## src/rtl/jc_phase_monitor.sv

```systemverilog
// ---------------------------------------------------------------------------
// jc_phase_monitor
//
// Purpose
//   Watches the decoded one-hot outputs of a 10-phase Johnson counter, locks
//   onto the a0..a9 sequence, reports the active phase as a binary index and
//   counts completed decades (a9 -> a0 wraps) in BCD. Illegal patterns,
//   skipped phases and failure to find a0 in time drive the monitor into a
//   sticky FAULT state that only clr_i or rst can leave.
//
// Parameters
//   DIGITS        number of BCD digits in the decade count
//   SYNC_TIMEOUT  cycles allowed in SYNC without seeing a0 (>= 2)
//
// Ports
//   clk            rising-edge clock, shared with the Johnson counter
//   rst            asynchronous active-high reset
//   a0_i..a9_i     decoded one-hot phase inputs
//   clr_i          synchronous clear back to SYNC (count and flags zeroed)
//   locked_o       1 while tracking the sequence
//   phase_idx_o    binary index of the last accepted phase
//   bcd_o          decade count, digit 0 in [3:0]
//   decade_tick_o  one-cycle pulse when the count increments
//   ovf_o          sticky: count wrapped from all-9s to 0
//   err_o          1 while in FAULT
//   err_code_o     0 none, 1 not one-hot, 2 out of sequence, 3 sync timeout
//   state_o        current FSM state (0 SYNC, 1 TRACK, 2 FAULT) for debug
//
// Pipeline
//   Stage 1 registers {a9..a0} into ph_q; stage 2 is the FSM evaluating ph_q.
//   A pattern present before edge k shows up on the outputs after edge k+1.
// ---------------------------------------------------------------------------
module jc_phase_monitor #(
  parameter int DIGITS       = 3,
  parameter int SYNC_TIMEOUT = 32
) (
  input  logic                  clk,
  input  logic                  rst,
  input  logic                  a0_i,
  input  logic                  a1_i,
  input  logic                  a2_i,
  input  logic                  a3_i,
  input  logic                  a4_i,
  input  logic                  a5_i,
  input  logic                  a6_i,
  input  logic                  a7_i,
  input  logic                  a8_i,
  input  logic                  a9_i,
  input  logic                  clr_i,
  output logic                  locked_o,
  output logic [3:0]            phase_idx_o,
  output logic [4*DIGITS-1:0]   bcd_o,
  output logic                  decade_tick_o,
  output logic                  ovf_o,
  output logic                  err_o,
  output logic [1:0]            err_code_o,
  output logic [1:0]            state_o
);

  localparam int TW = $clog2(SYNC_TIMEOUT + 1);

  typedef enum logic [1:0] {
    ST_SYNC  = 2'd0,
    ST_TRACK = 2'd1,
    ST_FAULT = 2'd2
  } state_e;

  localparam logic [1:0] CODE_NONE    = 2'd0;
  localparam logic [1:0] CODE_ONEHOT  = 2'd1;
  localparam logic [1:0] CODE_SEQ     = 2'd2;
  localparam logic [1:0] CODE_TIMEOUT = 2'd3;

  // Stage 1: input register
  logic [9:0] ph_q;

  // Stage 2: FSM and registered outputs
  state_e                state_q,     state_d;
  logic [3:0]            phase_idx_q, phase_idx_d;
  logic [4*DIGITS-1:0]   bcd_q,       bcd_d;
  logic                  tick_q,      tick_d;
  logic                  ovf_q,       ovf_d;
  logic [1:0]            code_q,      code_d;
  logic [TW-1:0]         tmo_q,       tmo_d;
  logic                  locked_q,    locked_d;
  logic                  err_q,       err_d;

  // Decode of the registered pattern
  logic [3:0]            ones_c;
  logic [3:0]            idx_c;
  logic                  valid_c;
  logic [3:0]            next_idx_c;

  // Decimal increment of the decade count
  logic [4*DIGITS-1:0]   bcd_inc_c;
  logic                  bcd_wrap_c;

  always_ff @(posedge clk or posedge rst) begin
    if (rst) begin
      ph_q <= '0;
    end else begin
      ph_q <= {a9_i, a8_i, a7_i, a6_i, a5_i, a4_i, a3_i, a2_i, a1_i, a0_i};
    end
  end

  // Population count plus position of the (last) set bit; idx_c is only
  // meaningful when exactly one bit is set.
  always_comb begin
    ones_c = 4'd0;
    idx_c  = 4'd0;
    for (int i = 0; i < 10; i++) begin
      if (ph_q[i]) begin
        ones_c = ones_c + 4'd1;
        idx_c  = 4'(i);
      end
    end
    valid_c = (ones_c == 4'd1);
  end

  assign next_idx_c = (phase_idx_q == 4'd9) ? 4'd0 : phase_idx_q + 4'd1;

  // Ripple +1 through the digits; a digit at 9 rolls to 0 and passes the
  // carry on. A carry out of the top digit means the count wrapped.
  always_comb begin
    logic       carry;
    logic [3:0] digit;
    bcd_inc_c = '0;
    carry     = 1'b1;
    for (int d = 0; d < DIGITS; d++) begin
      digit = bcd_q[4*d +: 4];
      if (carry) begin
        if (digit == 4'd9) begin
          digit = 4'd0;
        end else begin
          digit = digit + 4'd1;
          carry = 1'b0;
        end
      end
      bcd_inc_c[4*d +: 4] = digit;
    end
    bcd_wrap_c = carry;
  end

  always_ff @(posedge clk or posedge rst) begin
    if (rst) begin
      state_q     <= ST_SYNC;
      phase_idx_q <= 4'd0;
      bcd_q       <= '0;
      tick_q      <= 1'b0;
      ovf_q       <= 1'b0;
      code_q      <= CODE_NONE;
      tmo_q       <= '0;
      locked_q    <= 1'b0;
      err_q       <= 1'b0;
    end else begin
      state_q     <= state_d;
      phase_idx_q <= phase_idx_d;
      bcd_q       <= bcd_d;
      tick_q      <= tick_d;
      ovf_q       <= ovf_d;
      code_q      <= code_d;
      tmo_q       <= tmo_d;
      locked_q    <= locked_d;
      err_q       <= err_d;
    end
  end

  always_comb begin
    state_d     = state_q;
    phase_idx_d = phase_idx_q;
    bcd_d       = bcd_q;
    tick_d      = 1'b0;
    ovf_d       = ovf_q;
    code_d      = code_q;
    tmo_d       = '0;

    case (state_q)
      ST_SYNC: begin
        // Anything other than a clean a0 is ignored while hunting for lock.
        if (valid_c && (idx_c == 4'd0)) begin
          state_d     = ST_TRACK;
          phase_idx_d = 4'd0;
        end else if (tmo_q == TW'(SYNC_TIMEOUT - 1)) begin
          // This edge would bring the counter to SYNC_TIMEOUT.
          state_d = ST_FAULT;
          code_d  = CODE_TIMEOUT;
        end else begin
          tmo_d = tmo_q + TW'(1);
        end
      end

      ST_TRACK: begin
        if (!valid_c) begin
          state_d = ST_FAULT;
          code_d  = CODE_ONEHOT;
        end else if (idx_c == phase_idx_q) begin
          // Same phase again: the counter may be stalled, not an error.
          phase_idx_d = phase_idx_q;
        end else if (idx_c == next_idx_c) begin
          phase_idx_d = idx_c;
          if (phase_idx_q == 4'd9) begin
            bcd_d  = bcd_inc_c;
            tick_d = 1'b1;
            if (bcd_wrap_c) begin
              ovf_d = 1'b1;
            end
          end
        end else begin
          // phase_idx keeps the last accepted value for diagnosis.
          state_d = ST_FAULT;
          code_d  = CODE_SEQ;
        end
      end

      ST_FAULT: begin
        state_d = ST_FAULT;
      end

      default: begin
        state_d = ST_SYNC;
      end
    endcase

    // Clear overrides everything above, including a decade wrap on this edge.
    if (clr_i) begin
      state_d     = ST_SYNC;
      phase_idx_d = 4'd0;
      bcd_d       = '0;
      tick_d      = 1'b0;
      ovf_d       = 1'b0;
      code_d      = CODE_NONE;
      tmo_d       = '0;
    end
  end

  assign locked_d = (state_d == ST_TRACK);
  assign err_d    = (state_d == ST_FAULT);

  assign locked_o      = locked_q;
  assign phase_idx_o   = phase_idx_q;
  assign bcd_o         = bcd_q;
  assign decade_tick_o = tick_q;
  assign ovf_o         = ovf_q;
  assign err_o         = err_q;
  assign err_code_o    = code_q;
  assign state_o       = state_q;

endmodule
```

## config.mk

```make
export PLATFORM = sky130hd
export DESIGN_NAME = jc_phase_monitor
export DESIGN_NICKNAME = d
export VERILOG_FILES = /design/src/rtl/jc_phase_monitor.sv
export SDC_FILE = /design/constraint.sdc
export NUM_CORES = 1
export LEC_CHECK = 0
export BUFFER_PORTS_ARGS = -buffer_cell sky130_fd_sc_hd__buf_4
export CAP_MARGIN = 20
export CORE_MARGIN = 2
export CORE_UTILIZATION = 63
export DETAILED_ROUTE_END_ITERATION = 10
export PLACE_DENSITY_LB_ADDON = 0.1
export SKIP_CTS_REPAIR_TIMING = 1
export SYNTH_ARGS = -nofsm -noshare
export SYNTH_HDL_FRONTEND = slang
export SYNTH_SLANG_ARGS = --single-unit
export TNS_END_PERCENT = 20
```

## constraint.sdc

```tcl
create_clock -name clk -period 11.16 [get_ports clk]
set_input_delay 1.116 -clock clk [delete_from_list [all_inputs] [get_ports clk]]
set_output_delay 1.116 -clock clk [all_outputs]
set_load 0.01 [all_outputs]
```

==> results of run 1 <==
==> cell type report <==
class,count,area share
Multi-Input combinational cell,227,0.5249
Clock buffer,6,0.02568
Inverter,23,0.02685
Timing Repair Buffer,37,0.08638
Sequential cell,40,0.3113
Clock inverter,2,0.004669
Tap cell,52,0.02023
==> worst max-delay path, stage by stage (launching register included) <==
cell	delay [ps]
dfrtp_1	360
inv_1	50
ha_1	350
xor2_1	200
ha_1	320
nand2_1	90
nand2_1	80
ha_1	310
mux2_2	290
ha_1	290
inv_1	80
a22oi_1	100
or2_2	330
ha_1	270
nand2b_1	140
o31a_1	150
ha_1	300
mux2_2	300
ha_1	300
mux2_2	270
ha_1	270
nand2b_1	140
o311a_1	180
a21oi_4	320
nand2_4	120
or4b_1	470
a21oi_1	160
==> stage by stage <==
stage,total power [mW],area (µm²),setup WS [ps],util
after floorplan,0.3231,2830,5357,-
after global placement,0.3592,3118,5201,0.7161
after detailed placement,0.3701,3118,4917,0.7161
after CTS,0.4737,3216,4878,0.7385
after global routing,0.5045,3216,4568,0.7385
final,0.4722,3216,4858,0.7385
==> cell families after synthesis <==
logic type,Yosys count,synth area share
flip-flops,40,0.3537
multiplexers,10,0.03713
adder cells (fa/ha/maj),16,0.07073
XOR/XNOR,22,0.1034
AO/OA/AOI/OAI,72,0.1874
AND/OR/NAND/NOR,107,0.1976
buffers and inverters,33,0.04995
==> worst max-delay path by stage <==
stage / to / slack [ps] / cells past startpoint
global placement: bcd_o[2] / 5200 / 23
detailed placement: bcd_o[2] / 4920 / 26
floorplan: bcd_o[2] / 5360 / 23
global route: bcd_o[2] / 4570 / 26
CTS: bcd_o[2] / 4880 / 26
finish: bcd_o[2] / 4860 / 26
==> cells in the mapped netlist, types with 2 or more instances <==
master,instances
nor2_1,24
a31oi_1,5
a211oi_1,2
or2_2,3
o211ai_1,3
inv_1,23
nand2b_1,5
o21a_1,3
a21oi_1,8
buf_2,2
a31o_2,2
xnor2_1,10
a21oi_4,2
nor3_1,6
a22oi_1,3
nand4_1,3
clkbuf_1,3
o21ai_0,15
mux2_2,3
nand2_1,27
or4_1,4
nor2b_1,4
nand3b_1,2
a21o_1,2
a311oi_1,2
o31ai_1,2
buf_4,2
dfrtp_1,40
mux2i_1,6
xnor3_2,2
xor2_4,2
o211a_1,2
a22o_1,3
and3b_1,2
o31a_1,2
nand3_1,17
o41ai_1,3
o2111ai_1,2
ha_1,16
xor2_1,6
buf_1,2
==> registers in the layout (all words and copies together), names as in the netlist <==
| register | flops |
|---|---|
| tmo_q | 6 |
| ovf_o | 1 |
| phase_idx_o | 4 |
| decade_tick_o | 1 |
| err_code_o | 2 |
| ph_q | 10 |
| state_o | 2 |
| err_o | 1 |
| bcd_o | 12 |
| locked_o | 1 |
==> per-layer routing <==
metal	up-vias	global-route usage	share of wire
li1	1154	-	-
met1	1152	0.3742	0.45
met3	6	0.03989	0.048
met5	-	0	0
met2	61	0.4185	0.49
met4	0	0.07757	0.0090
==> power groups by stage <==
stage               sequential, mW  clock (mW)  combinational, mW
floorplan                    0.170           0              0.153
global placement             0.172           0              0.188
detailed placement           0.172           0              0.198
CTS                          0.169       0.104              0.200
global route                 0.172       0.110              0.223
finish                       0.169       0.103              0.200
==> impl_metrics.env, run 1 <==
export IMPL_synth_top_cell_by_area="dfrtp_1"
export IMPL_clkSinkCount=40
export IMPL_syn_instance_count=300
export IMPL_ys_top_cells_by_area="dfrtp_1 (35%), ha_1 (7.1%), nand2_1 (3.6%)"
export IMPL_worstRegToRegCells=26
export IMPL_firstDrtPassIters=5
export IMPL_cts_max_path_buffers=2
export IMPL_drcViolationCount=0
export IMPL_synthesis_area_um2=2830
export IMPL_criticalPathCategory="register to register"
export IMPL_crit_arrival_ps=6520
export IMPL_worst_pin_slew_ps=683.9
export IMPL_drt_initial_drc_count=242
export IMPL_grt_use_total=0.2625
export IMPL_synth_avg_cell_area_um2=9.434
export IMPL_endpoint_kind="register"
export IMPL_hold_path_class="register to register"
export IMPL_pin_count=37
export IMPL_yosysWarningCount=0
export IMPL_grt_pass1_vias=2317
export IMPL_outcome="completed"
export IMPL_holdWs_ps=476.2
export IMPL_core_um2=4354
export IMPL_fmaxAchievable_mhz=158.7
export IMPL_start_util=0.6500
export IMPL_syn2layout_area_growth_pct=13.62
export IMPL_r2r_end="bcd_o[2]"
export IMPL_layout_commonest_cell="dfrtp_1"
export IMPL_dp_final_hpwl_mm=4.568
export IMPL_async_flop_share=1.000
export IMPL_synth_seq_area_share=0.3537
export IMPL_p_comb_frac=0.424
export IMPL_avgRoutedWirePerCell_um=15.83
export IMPL_drive_gt1_frac=0.2000
export IMPL_pwr_share_clk=0.217
export IMPL_synth_main_ff_cell="dfrtp_1"
export IMPL_power_density_nw_per_um2=146.9
export IMPL_synth_edf_count=0
export IMPL_fp_dieW_um=71.03
export IMPL_finalHoldViolCount=0
export IMPL_hold_path_end="tmo_q[0]"
export IMPL_htreeDepth=2
export IMPL_rrSetupSlack_ps=4860
export IMPL_register_area_um2=1001
export IMPL_reg2reg_from="ph_q[0]"
export IMPL_finalSetupTns_ps=0
export IMPL_hp_start="tmo_q[0]"
export IMPL_final_cell_mix="dfrtp_1 (40), buf_4 (37), nand2_1 (27)"
export IMPL_rsz0062_at_grt="false"
export IMPL_post_layout_nonfiller_instances=387
export IMPL_ant_nets=0
export IMPL_whs_path_depth=1
export IMPL_nFillCells=337
export IMPL_multiInputGateArea_um2=1688
export IMPL_cp_required_ps=11380
export IMPL_cts_root_buffer="clkbuf_8"
export IMPL_syn_num_nets=329
export IMPL_numCtsBuffers=5
export IMPL_numPortBuffers=36
export IMPL_std_cell_rows=24
export IMPL_die_area_um2=5045
export IMPL_vias=2373
export IMPL_fin_crit_sh=0.5647
export IMPL_dp_cells=379
export IMPL_antenna_found_initial=0
export IMPL_finClkSkew_ps=8.086
export IMPL_clkTransAtPathRegs_ps=80
export IMPL_swShare=0.3775
export IMPL_grt_max_degree=41
export IMPL_nets=363
export IMPL_switching_power_mw=0.1782
export IMPL_insertion_delay_ps=290
export IMPL_fin_crit_ps=6302
export IMPL_num_antenna_cells=0
export IMPL_power_leakage_nw=1.503
export IMPL_grt_pass1_wl_mm=10.69
export IMPL_totalWireLength_mm=6.127
export IMPL_via_per_inst=6.132
export IMPL_slew_viol_final=0
export IMPL_ys_ff_latch=40
export IMPL_intPower_mw=0.2940
export IMPL_worstSetupStartpoint="ph_q[0]"
export IMPL_ir_drop_mv=0.1031
export IMPL_gp_congestion=0.8559
export IMPL_overflow=0
export IMPL_cts_tree="done"
export IMPL_yosysTopAreaCellShare=0.3537
export IMPL_power_frac_seq=0.358
export IMPL_yosysUniqueCellTypes=66
export IMPL_drv_cap=0
export IMPL_slew_headroom=0.5323
export IMPL_die_h_um=71.03
export IMPL_setup_viol=0
export IMPL_cp_max_fo=9
export IMPL_crit_path_start_kind="register"
Power figures use the tool's default switching activity.
==> inputs of run 2 (changes only) <==
--- a/config.mk
+++ b/config.mk
@@ -8,7 +8,7 @@
 export BUFFER_PORTS_ARGS = -buffer_cell sky130_fd_sc_hd__buf_4
 export CAP_MARGIN = 20
 export CORE_MARGIN = 2
-export CORE_UTILIZATION = 63
+export CORE_UTILIZATION = 58
 export DETAILED_ROUTE_END_ITERATION = 10
 export PLACE_DENSITY_LB_ADDON = 0.1
 export SKIP_CTS_REPAIR_TIMING = 1
==> constraint.sdc (replaced) <==
create_clock -name clk -period 6.4 [get_ports clk]
set_input_delay 0.64 -clock clk [delete_from_list [all_inputs] [get_ports clk]]
set_output_delay 0.64 -clock clk [all_outputs]
set_load 0.01 [all_outputs]
==> run 2 against run 1 <==
Effect of this change:
- first-iteration DRC count decreased by 56%
- global-route usage decreased by 2.5 points
- highest routed layer unchanged
- wire length decreased by 1.6%
- clock skew increased by 0.70 ps
- hold slack got worse by 33 ps
==> impl_metrics.env, run 2 (synthesis gave the netlist of run 1 again) <==
export IMPL_outcome="completed"
export IMPL_finalSetupTns_ps=0
export IMPL_met3_usage=0.04801
export IMPL_hp_start="a2_i"
export IMPL_finalHoldViolCount=0
export IMPL_numPortBuffers=36
export IMPL_numCtsBuffers=5
export IMPL_drive_gt1_frac=0.2136
export IMPL_dp_final_hpwl_mm=4.372
export IMPL_num_antenna_cells=0
export IMPL_power_leakage_nw=1.528
export IMPL_grt_use_met2=0.3839
export IMPL_avgRoutedWirePerCell_um=14.93
export IMPL_gp_congestion=0.8803
export IMPL_cts_max_path_buffers=2
export IMPL_pin_count=37
export IMPL_drcViolationCount=0
export IMPL_worst_pin_slew_ps=707.3
export IMPL_core_um2=4723
export IMPL_final_cell_mix="dfrtp_1 (40), buf_4 (37), nand2_1 (27)"
export IMPL_fmaxAchievable_mhz=165.0
export IMPL_power_density_nw_per_um2=263.0
export IMPL_overflow=0
export IMPL_crit_path_start_kind="register"
export IMPL_htreeDepth=2
export IMPL_met1_usage=0.3109
export IMPL_endpoint_kind="register"
export IMPL_clkTransAtPathRegs_ps=80
export IMPL_grt_pass1_wl_mm=9.949
export IMPL_worstRegToRegCells=26
export IMPL_reg2reg_from="ph_q[1]"
export IMPL_antenna_found_initial=0
export IMPL_top_usage_layer="met2"
export IMPL_ir_drop_mv=0.2313
export IMPL_worstSetupStartpoint="ph_q[1]"
export IMPL_layout_commonest_cell="dfrtp_1"
export IMPL_grt_max_degree=41
export IMPL_setup_viol=0
export IMPL_grt_use_total=0.2373
export IMPL_start_util=0.5992
export IMPL_largest_reg_flops=12
export IMPL_hold_path_class="input port to register"
export IMPL_vias=2352
export IMPL_slew_viol_final=0
export IMPL_syn2layout_area_growth_pct=16.80
export IMPL_finClkSkew_ps=8.782
export IMPL_fp_dieW_um=73.86
export IMPL_firstDrtPassIters=4
export IMPL_die_area_um2=5455
export IMPL_fin_crit_ps=6062
export IMPL_crit_arrival_ps=6290
export IMPL_cp_required_ps=6630
export IMPL_rsz0062_at_grt="false"
export IMPL_totalWireLength_mm=6.030
export IMPL_fin_crit_sh=0.9472
export IMPL_crit_end="bcd_o[2]"
export IMPL_r2r_end="bcd_o[2]"
export IMPL_ant_nets=0
export IMPL_insertion_delay_ps=300
export IMPL_clkSinkCount=40
export IMPL_cts_root_buffer="clkbuf_8"
export IMPL_slew_headroom=0.5285
export IMPL_nFillCells=391
export IMPL_die_h_um=73.86
export IMPL_rrSetupSlack_ps=340
export IMPL_drt_initial_drc_count=107
export IMPL_nets=365
export IMPL_drv_cap=0
export IMPL_criticalPathCategory="register to register"
export IMPL_grt_pass1_vias=2182
export IMPL_cp_max_fo=7
export IMPL_holdWs_ps=443.2
export IMPL_std_cell_rows=25
export IMPL_via_per_inst=5.822
export IMPL_cts_tree="done"
## run 2: cell types whose count changed in the layout (fill, tap and decap cells not counted), sizes merged
cell      before  now
buf           37   38
clkinvlp       2    1
clkinv         0    1
a21oi         10   11
clkbuf         6    5
bufinv         0    1
## run 2: routing by layer
metal  vias up  routed length (µm)
met3         9                 206
li1       1160                   -
met5         -                   0
met2        42                2947
met1      1141                2763
met4         0                 113
## run 2: worst min-delay path by stage
stage	endpoint	cells after the start
after floorplan	tmo_q[0]	1
after global placement	tmo_q[0]	1
after detailed placement	tmo_q[0]	1
after CTS	ph_q[2]	1
after global routing	ph_q[2]	1
final	ph_q[2]	1
## run 2: area by class of cell
| class | instances | area, µm² | area share |
|---|---|---|---|
| tap | 67 | 83.83 | 0.02536 |
| clock buffer | 5 | 68.82 | 0.02082 |
| multi-input combinational | 228 | 1725 | 0.5220 |
| timing repair buffer | 38 | 297.8 | 0.09008 |
| clock inverter | 3 | 42.54 | 0.01287 |
| inverter | 23 | 86.33 | 0.02612 |
| sequential | 40 | 1001 | 0.3028 |
## run 2: critical path, stage by stage, from the launching register on
cell and delay (ps):
dfrtp_1 380, inv_1 80, ha_4 290, xor2_1 180, ha_1 290, nand2_1 90
nand2_1 80, ha_1 310, mux2_2 280, ha_1 270, inv_1 60, a22oi_1 90
or2_2 320, ha_1 260, nand2b_1 140, o31a_1 150, ha_1 300, mux2_2 300
ha_1 310, mux2_2 270, ha_1 260, nand2b_1 150, o311a_4 160, a21oi_4 240
nand2_4 110, or4b_1 480, a21oi_1 150
## run 2: report_power, final
group          leakage [nW]  switching (mW)  total, mW  internal (mW)
registers             0.523          0.0260      0.295          0.269
clock network        0.0541          0.0924      0.208          0.115
logic                 0.950           0.199      0.366          0.168
## run 2: per-stage QoR
stage               instances  total power, mW  worst slack, ps  utilization  cell area, µm²
floorplan                 300           0.5634            597.4            -            2830
global placement          394           0.6269            437.6       0.6641            3137
detailed placement        394           0.6354            244.6       0.6641            3137
CTS                       402           0.8459            235.6       0.6877            3248
global route              404           0.9285            59.19       0.6999            3306
finish                    404           0.8692            337.9       0.6999            3306
